==> config.mk <==
export PLATFORM = sky130hd
export DESIGN_NAME = whack_hit_scorer
export DESIGN_NICKNAME = d
export VERILOG_FILES = /design/src/rtl/whack_hit_scorer.sv
export SDC_FILE = /design/constraint.sdc
export NUM_CORES = 1
export LEC_CHECK = 0
export CORE_MARGIN = 2
export CORE_UTILIZATION = 25
export DETAILED_ROUTE_END_ITERATION = 8
export HOLD_SLACK_MARGIN = 0.06
export MAX_ROUTING_LAYER = met4
export PLACE_DENSITY = 0.4
export REMOVE_ABC_BUFFERS = 1
export SLEW_MARGIN = 20
export SYNTH_ARGS = -nofsm -noshare
export SYNTH_HDL_FRONTEND = slang
export SYNTH_SLANG_ARGS = --single-unit
==> constraint.sdc <==
create_clock -name clk -period 3.64 [get_ports clk]
set_input_delay 0.728 -clock clk [delete_from_list [all_inputs] [get_ports clk]]
set_output_delay 0.728 -clock clk [all_outputs]
set_load 0.005 [all_outputs]
==> src/rtl/whack_hit_scorer.sv <==
// Purpose : player-side scoring for whack-a-mole: hits, misses, false hits, reaction time (ms).
// Latency : button -> score/hit_pulse in 3 cycles; mole_clk/game_in_progress -> outputs in 2 cycles.
// Backpressure: none; free-running, every output is a register updated each cycle.
//
// Ports:
//   clk, rst                 - system clock, synchronous active-high reset
//   game_in_progress         - high while the game FSM is in MOLE_UP/MOLE_DOWN
//   mole_clk                 - high while the mole is up
//   hit_button               - asynchronous (debounced) player button
//   score/misses/false_hits  - saturating per-game counters
//   last_reaction_ms         - reaction of the most recent hit
//   best_reaction_ms         - fastest reaction this game, all-ones when no hit yet
//   hit_pulse/miss_pulse     - one-cycle event strobes
//   dbg_state                - FSM state encoding
module whack_hit_scorer #(
    parameter int CLK_FREQ_HZ = 50_000_000,
    parameter int SCORE_W     = 8,
    parameter int REACT_W     = 11
) (
    input  logic               clk,
    input  logic               rst,
    input  logic               game_in_progress,
    input  logic               mole_clk,
    input  logic               hit_button,
    output logic [SCORE_W-1:0] score,
    output logic [SCORE_W-1:0] misses,
    output logic [SCORE_W-1:0] false_hits,
    output logic [REACT_W-1:0] last_reaction_ms,
    output logic [REACT_W-1:0] best_reaction_ms,
    output logic               hit_pulse,
    output logic               miss_pulse,
    output logic [1:0]         dbg_state
);

    localparam int MS_DIV = CLK_FREQ_HZ / 1000;
    localparam int DIV_W  = (MS_DIV > 1) ? $clog2(MS_DIV) : 1;
    localparam logic [DIV_W-1:0] DIV_LAST = DIV_W'(MS_DIV - 1);

    typedef enum logic [1:0] {
        IDLE     = 2'd0,
        WAIT_UP  = 2'd1,
        ARMED    = 2'd2,
        HIT_DONE = 2'd3
    } state_t;

    state_t             state;
    logic               s1, s2, s3;
    logic               mole_d, mole_q;
    logic               game_d, game_q;
    logic [DIV_W-1:0]   div_cnt;
    logic [REACT_W-1:0] react_cnt;

    logic hit_edge, mole_rise, mole_fall, game_rise;

    // Event detection works on the registered copies so every decision is
    // made from flopped signals only.
    assign hit_edge  = s2 & ~s3;
    assign mole_rise = mole_d & ~mole_q;
    assign mole_fall = ~mole_d & mole_q;
    assign game_rise = game_d & ~game_q;
    assign dbg_state = state;

    function automatic logic [SCORE_W-1:0] sat_score(input logic [SCORE_W-1:0] v);
        return (&v) ? v : v + 1'b1;
    endfunction

    function automatic logic [REACT_W-1:0] sat_react(input logic [REACT_W-1:0] v);
        return (&v) ? v : v + 1'b1;
    endfunction

    // Input conditioning: 2-flop synchronizer plus an edge flop for the
    // button, one delay stage for the FSM-side levels.
    always_ff @(posedge clk) begin
        if (rst) begin
            s1     <= 1'b0;
            s2     <= 1'b0;
            s3     <= 1'b0;
            mole_d <= 1'b0;
            mole_q <= 1'b0;
            game_d <= 1'b0;
            game_q <= 1'b0;
        end else begin
            s1     <= hit_button;
            s2     <= s1;
            s3     <= s2;
            mole_d <= mole_clk;
            mole_q <= mole_d;
            game_d <= game_in_progress;
            game_q <= game_d;
        end
    end

    always_ff @(posedge clk) begin
        if (rst) begin
            state            <= IDLE;
            div_cnt          <= '0;
            react_cnt        <= '0;
            score            <= '0;
            misses           <= '0;
            false_hits       <= '0;
            last_reaction_ms <= '0;
            best_reaction_ms <= {REACT_W{1'b1}};
            hit_pulse        <= 1'b0;
            miss_pulse       <= 1'b0;
        end else begin
            hit_pulse  <= 1'b0;
            miss_pulse <= 1'b0;

            // Millisecond timebase only runs while a mole is armed; entry
            // into ARMED below overrides these updates with a clear.
            if (state == ARMED) begin
                if (div_cnt == DIV_LAST) begin
                    div_cnt   <= '0;
                    react_cnt <= sat_react(react_cnt);
                end else begin
                    div_cnt <= div_cnt + 1'b1;
                end
            end

            if (!game_d) begin
                // Game ended (or not started): abandon any armed mole silently.
                state <= IDLE;
            end else begin
                case (state)
                    IDLE: begin
                        if (game_rise) begin
                            score            <= '0;
                            misses           <= '0;
                            false_hits       <= '0;
                            last_reaction_ms <= '0;
                            best_reaction_ms <= {REACT_W{1'b1}};
                            div_cnt          <= '0;
                            react_cnt        <= '0;
                            // Mole may already be up when the game starts.
                            state <= mole_d ? ARMED : WAIT_UP;
                        end
                    end
                    WAIT_UP: begin
                        if (mole_rise) begin
                            div_cnt   <= '0;
                            react_cnt <= '0;
                            if (hit_edge) begin
                                // Press coincident with the rise: zero-ms hit.
                                state            <= HIT_DONE;
                                score            <= sat_score(score);
                                hit_pulse        <= 1'b1;
                                last_reaction_ms <= '0;
                                best_reaction_ms <= '0;
                            end else begin
                                state <= ARMED;
                            end
                        end else if (hit_edge) begin
                            false_hits <= sat_score(false_hits);
                        end
                    end
                    ARMED: begin
                        if (mole_fall) begin
                            // Window closed first; a simultaneous press is late.
                            state      <= WAIT_UP;
                            misses     <= sat_score(misses);
                            miss_pulse <= 1'b1;
                            if (hit_edge) begin
                                false_hits <= sat_score(false_hits);
                            end
                        end else if (hit_edge) begin
                            state            <= HIT_DONE;
                            score            <= sat_score(score);
                            hit_pulse        <= 1'b1;
                            last_reaction_ms <= react_cnt;
                            if (react_cnt < best_reaction_ms) begin
                                best_reaction_ms <= react_cnt;
                            end
                        end
                    end
                    HIT_DONE: begin
                        if (hit_edge) begin
                            false_hits <= sat_score(false_hits);
                        end
                        if (mole_fall) begin
                            state <= WAIT_UP;
                        end
                    end
                    default: state <= IDLE;
                endcase
            end
        end
    end

endmodule
# Word-level counts from Yosys, hierarchy flattened
# Cells that the tools add are included.
totals:
  ff_bits: 84
  in_bits: 5
  elab_cells: 114
op_classes:
  order_cmp: 1
  bitwise_logic: 10
  muxes: 51
  reduce_logical: 15
  addsub: 5
  eq_ne: 15
op_table:
  columns: ["cell", "n"]
  rows:
  - ["$mux 11", 15]
  - ["$mux 8", 11]
  - ["$mux 16", 5]
  - ["$pmux 11 s3", 2]
  - ["$pmux 16 s2", 1]
  - ["$pmux 8 s4", 1]
  - ["$reduce_and 8->1", 4]
  - ["$add 8x1->8 const B", 3]
  - ["$pmux 8 s3", 1]
  - ["$pmux 11 s2", 1]
  - ["$ne 2x2->1 const B", 9]
  - ["$add 16x1->16 const B", 1]
  - ["$eq 16x16->1 const B", 1]
  - ["$pmux 8 s2", 1]
  - ["$mux 2", 6]
  - ["$add 11x1->11 const B", 1]
  - ["$lt 11x11->1", 1]
  - ["$reduce_and 11->1", 1]
  - ["$reduce_and 5->1", 2]
  - ["$pmux 2 s4", 1]
  - ["$reduce_and 4->1", 2]
  - ["$reduce_and 7->1", 1]
  - ["$not 1->1", 6]
  - ["$mux 1", 5]
  - ["11 further kinds", 15]

# Longest topological paths before layout
depth:
  ltp_word: 7
  ltp_mapped: 9

# Worst setup path before layout
# No wires, ideal clock.
synth_path:
  path_type: "reg2reg"
  from: "reg state[0], in the netlist dbg_state[0]"
  to: "reg best_reaction_ms[0]"
  n_path_buf: 1
  stages_incl_launch_ff: 9
  t_required_ns: 3.514
  slack_ns: 1.688
  t_arrival_ns: 1.825
  synth_period_minus_slack_ns: 1.952
  cell_sequence: "dfxtp_1 -> inv_1 -> ha_1 -> a21boi_2 -> o2111ai_4 -> nor2_2 -> o311ai_1 -> buf_2 -> mux2i_1"
synth_between:
  elab_chain_cells: 3
synth_lines:
  columns: ["item", "line_no", "rtl"]
  rows:
  - ["start: declaration", "46", "state_t state;"]
  - ["start signal: assignment", "135", "state <= mole_d ? ARMED : WAIT_UP;"]
  - ["$eq 2x2->1 (tied with other cells)", "124", "case (state)"]
  - ["$ne 2x1->1 (no line) (tied with other cells)", null, null]
  - ["$reduce_and 8->1 (no line)", null, null]
  - ["end signal: assignment", "102", "best_reaction_ms <= {REACT_W{1'b1}};"]
  - ["end signal: assignment", "131", "best_reaction_ms <= {REACT_W{1'b1}};"]
  - ["end signal: assignment", "171", "best_reaction_ms <= react_cnt;"]
  - ["end: declaration", "29", "output logic [REACT_W-1:0] best_reaction_ms,"]
# Parallel ways exist; a longest one is shown, timed or not.
# A chain may end at the register's enable or synchronous reset.

# Worst setup path in the final report
layout_path:
  from: "reg state[0], in the netlist dbg_state[0]"
  to: "reg best_reaction_ms[8]"
# The elaborated chain is that of the path after synthesis.

==> summary.txt <==
Status
  – Run status: finished, final reports clean

Final layout
  – Area Overhead vs Synth: 26.96%
  – Finished Layout Cells: 741
  – Share of layout cells above drive strength 1: 0.06286
  – Layout Nets: 544
  – Fillers: 1702
  – # diodes: 0

Clock tree
  – Clock buffer depth: 2
  – Post-CTS resize count: 0
  – CTS Buf Count: 9
  – Hold bufs inserted after CTS: 0
  – Root buf cell: clkbuf_16
  – Reg clk slew, reported paths: 0.06 ns
  – CTS tree: built
  – H-tree Lvls: 3
  – Post-CTS setup repair buffer count: 0
  – Clk_lat worst skew: 0.35 ns
  – CTS Sinks: 84

Detailed routing
  – Final wirelength: 9931 µm
  – Vias per cell: 4.489
  – Post-route ant nets: 0
  – DR DRC count: 0
  – Total number of vias: 3326
  – DR pass1 iterations: 6
  – DRT iter0 DRCs: 120
  – Wire per inst: 13.40 µm

Timing
  – Fin Setup TNS: 0 ns
  – Slew headroom: 0.4671
  – Part of the cycle the worst path needs: 0.7369
  – Max-slew violations: 0
  – Maximum clock rate: 372.8 MHz
  – Least-Margin Pin Slew: 0.7933 ns
  – Fin crit period: 2.682 ns
  – Final worst slack: 0.9578 ns
  – Hold slack: 0.4415 ns
  – Worst Clk Skew: 0.01000 ns
  – RSZ-0062 raised after global routing: no
  – Hold Fails Final Rpt: 0
  – Final setup vio count: 0

Placed design
  – Placer congestion estimate: 0.7440
  – Worst slack at placement: 0.8768 ns
  – Post-DP HPWL: 7065 µm
  – Port bufs: 54
  – Placed Cells: 725

Min path
  – Worst min-delay path class: flop to flop

Yosys
  – Post-synth cell types: 53
  – Post-Synthesis Cell Area: 0.004093 mm²
  – Sequential share of the synthesized area: 0.4109
  – Synth Instances: 466
  – Avg Inst Size Synth: 8.783 µm²
  – Register bit total from synthesis: 84
  – Post-synth ARST share: 0
  – Number of synthesized flops with an enable pin: 0
  – Ys Warns: 0
  – Dominant synthesized flop cell: dfxtp_1

Floorplanning
  – Die X: 132.0 µm
  – Die ar.: 0.01741 mm²
  – IO Pins: 55
  – Initial cell density of the core: 0.2567
  – Core area: 0.01594 mm²
  – Num rows: 46
  – DIE HEIGHT: 132.0 µm

Global route
  – Largest net degree at the start of global routing: 31
  – First-pass GRT wire length: 16790 µm
  – Vias in the first global route: 3241
  – Initial antenna violation count: 0
  – Overflow after GRT: 0
  – GRT Overall Usage: 0.1230

Pwr
  – PwrDens: 389.3 mW/mm²
  – Max VDD drop: 0.2144 mV
  – Lkg Pwr: 1.936 nW
  – Final Power: 2.023 mW

Critical path
  – CP Max Fanout: 22
  – Crit path kind: flop to flop
  – Setup crit end kind: flop
  – Data required, critical path: 3.91 ns
  – Crit start category: flop
  – Critical Path AT: 2.95 ns

Flow run
  – Max Cap Violations: 0
## layout make-up
type	instances	area, µm²	area share
inverters	20	75.07	0.01445
clock inverters	5	83.83	0.01613
flip-flops and latches	84	1682	0.3236
multi-input cells	347	2272	0.4373
well taps	216	270.3	0.05201
clock buffers	11	242.7	0.04671
repair buffers	58	570.5	0.1098
## power by group
group,total [mW],switching [mW],leakage (nW),internal (mW)
Combinational,0.0867,0.0529,1.11,0.0338
Clock,1.01,0.383,0.152,0.622
Sequential,0.930,0.00545,0.678,0.925
Total,2.02,0.442,1.94,1.58
## synthesized netlist by cell type (all sizes together) (2+ instances only)
library cell | number | area, µm²
a2111oi | 2 | 23.77
a21oi | 15 | 75.07
a221o | 3 | 30.03
and2 | 11 | 68.82
and3 | 4 | 25.02
and4 | 2 | 17.52
buf | 5 | 33.78
clkbuf | 10 | 37.54
dfxtp | 84 | 1682
ha | 19 | 237.7
inv | 20 | 75.07
mux2i | 25 | 250.2
nand2 | 28 | 105.1
nand2b | 2 | 12.51
nand3 | 15 | 75.07
nand3b | 2 | 15.01
nand4 | 15 | 93.84
nor2 | 95 | 359.1
nor2b | 8 | 50.05
nor3 | 7 | 35.03
nor3b | 4 | 30.03
nor4 | 11 | 75.07
nor4b | 4 | 53.80
o21ai | 11 | 55.05
xnor2 | 37 | 324.1
xor2 | 7 | 61.31
## placed cells by master, fill, tap and decap left out, types with 10 or more instances in the layout
cell and count:
inv_1 20, nand2_1 28, nand3_1 15, nand4_1 15, a21oi_1 15, xnor2_1 37
dfxtp_1 84, clkdlybuf4s50_1 54, and2_1 11, ha_1 19, nor4_1 10, mux2i_1 25
nor2_1 94
## through the flow
step / utilization / cell area [µm²]
after floorplan: - / 4021
after global placement: 0.3054 / 4870
after detailed placement: 0.3054 / 4870
after CTS: 0.3259 / 5196
after global routing: 0.3259 / 5196
final: 0.3259 / 5196
## state kept, by name (all words and copies together) (netlist names), 2 cells and up
name,count
last_reaction_ms,11
dbg_state,2
best_reaction_ms,11
misses,8
react_cnt,11
div_cnt,16
score,8
false_hits,8
## worst paths after layout
check                                               start                                to  slack (ns)  cells past startpoint
worst min-delay path                        s1$_SDFF_PP0_                     s2$_SDFF_PP0_        0.44                      1
worst max register to register  dbg_state[0]$_SDFFE_PP0P_  best_reaction_ms[8]$_SDFFE_PP1P_        0.96                      9
worst max-delay path            dbg_state[0]$_SDFFE_PP0P_  best_reaction_ms[8]$_SDFFE_PP1P_        0.96                      9
worst min register to register              s1$_SDFF_PP0_                     s2$_SDFF_PP0_        0.44                      1
## worst max-delay path: stages (launching register included)
cell and delay, ns:
dfxtp_1 0.34, inv_1 0.09, ha_1 0.65, nand3b_1 0.33, o2111ai_4 0.29, nor2_2 0.07
buf_4 0.22, o311ai_2 0.09, buf_4 0.28, mux2i_1 0.22
## layer usage
metal	routed length [µm]	vias up	part of all wire	track usage
li1	-	1712	-	-
met1	4810	1546	0.48	0.1559
met2	4509	59	0.45	0.1837
met3	453	9	0.046	0.03960
met4	157	0	0.016	0.04287
met5	0	-	0	-
## kinds of logic (layout without fill, tap and decap cells)
family,Yosys count,count (layout),synth area share
simple gates,213,213,0.2586
mux,25,25,0.06114
flops,84,84,0.4109
fa+ha+maj,19,19,0.05809
buf+inv,35,94,0.03577
xor+xnor,44,44,0.09416
compound gates,46,46,0.08133
Note: power is estimated with default switching activity, not from simulation.
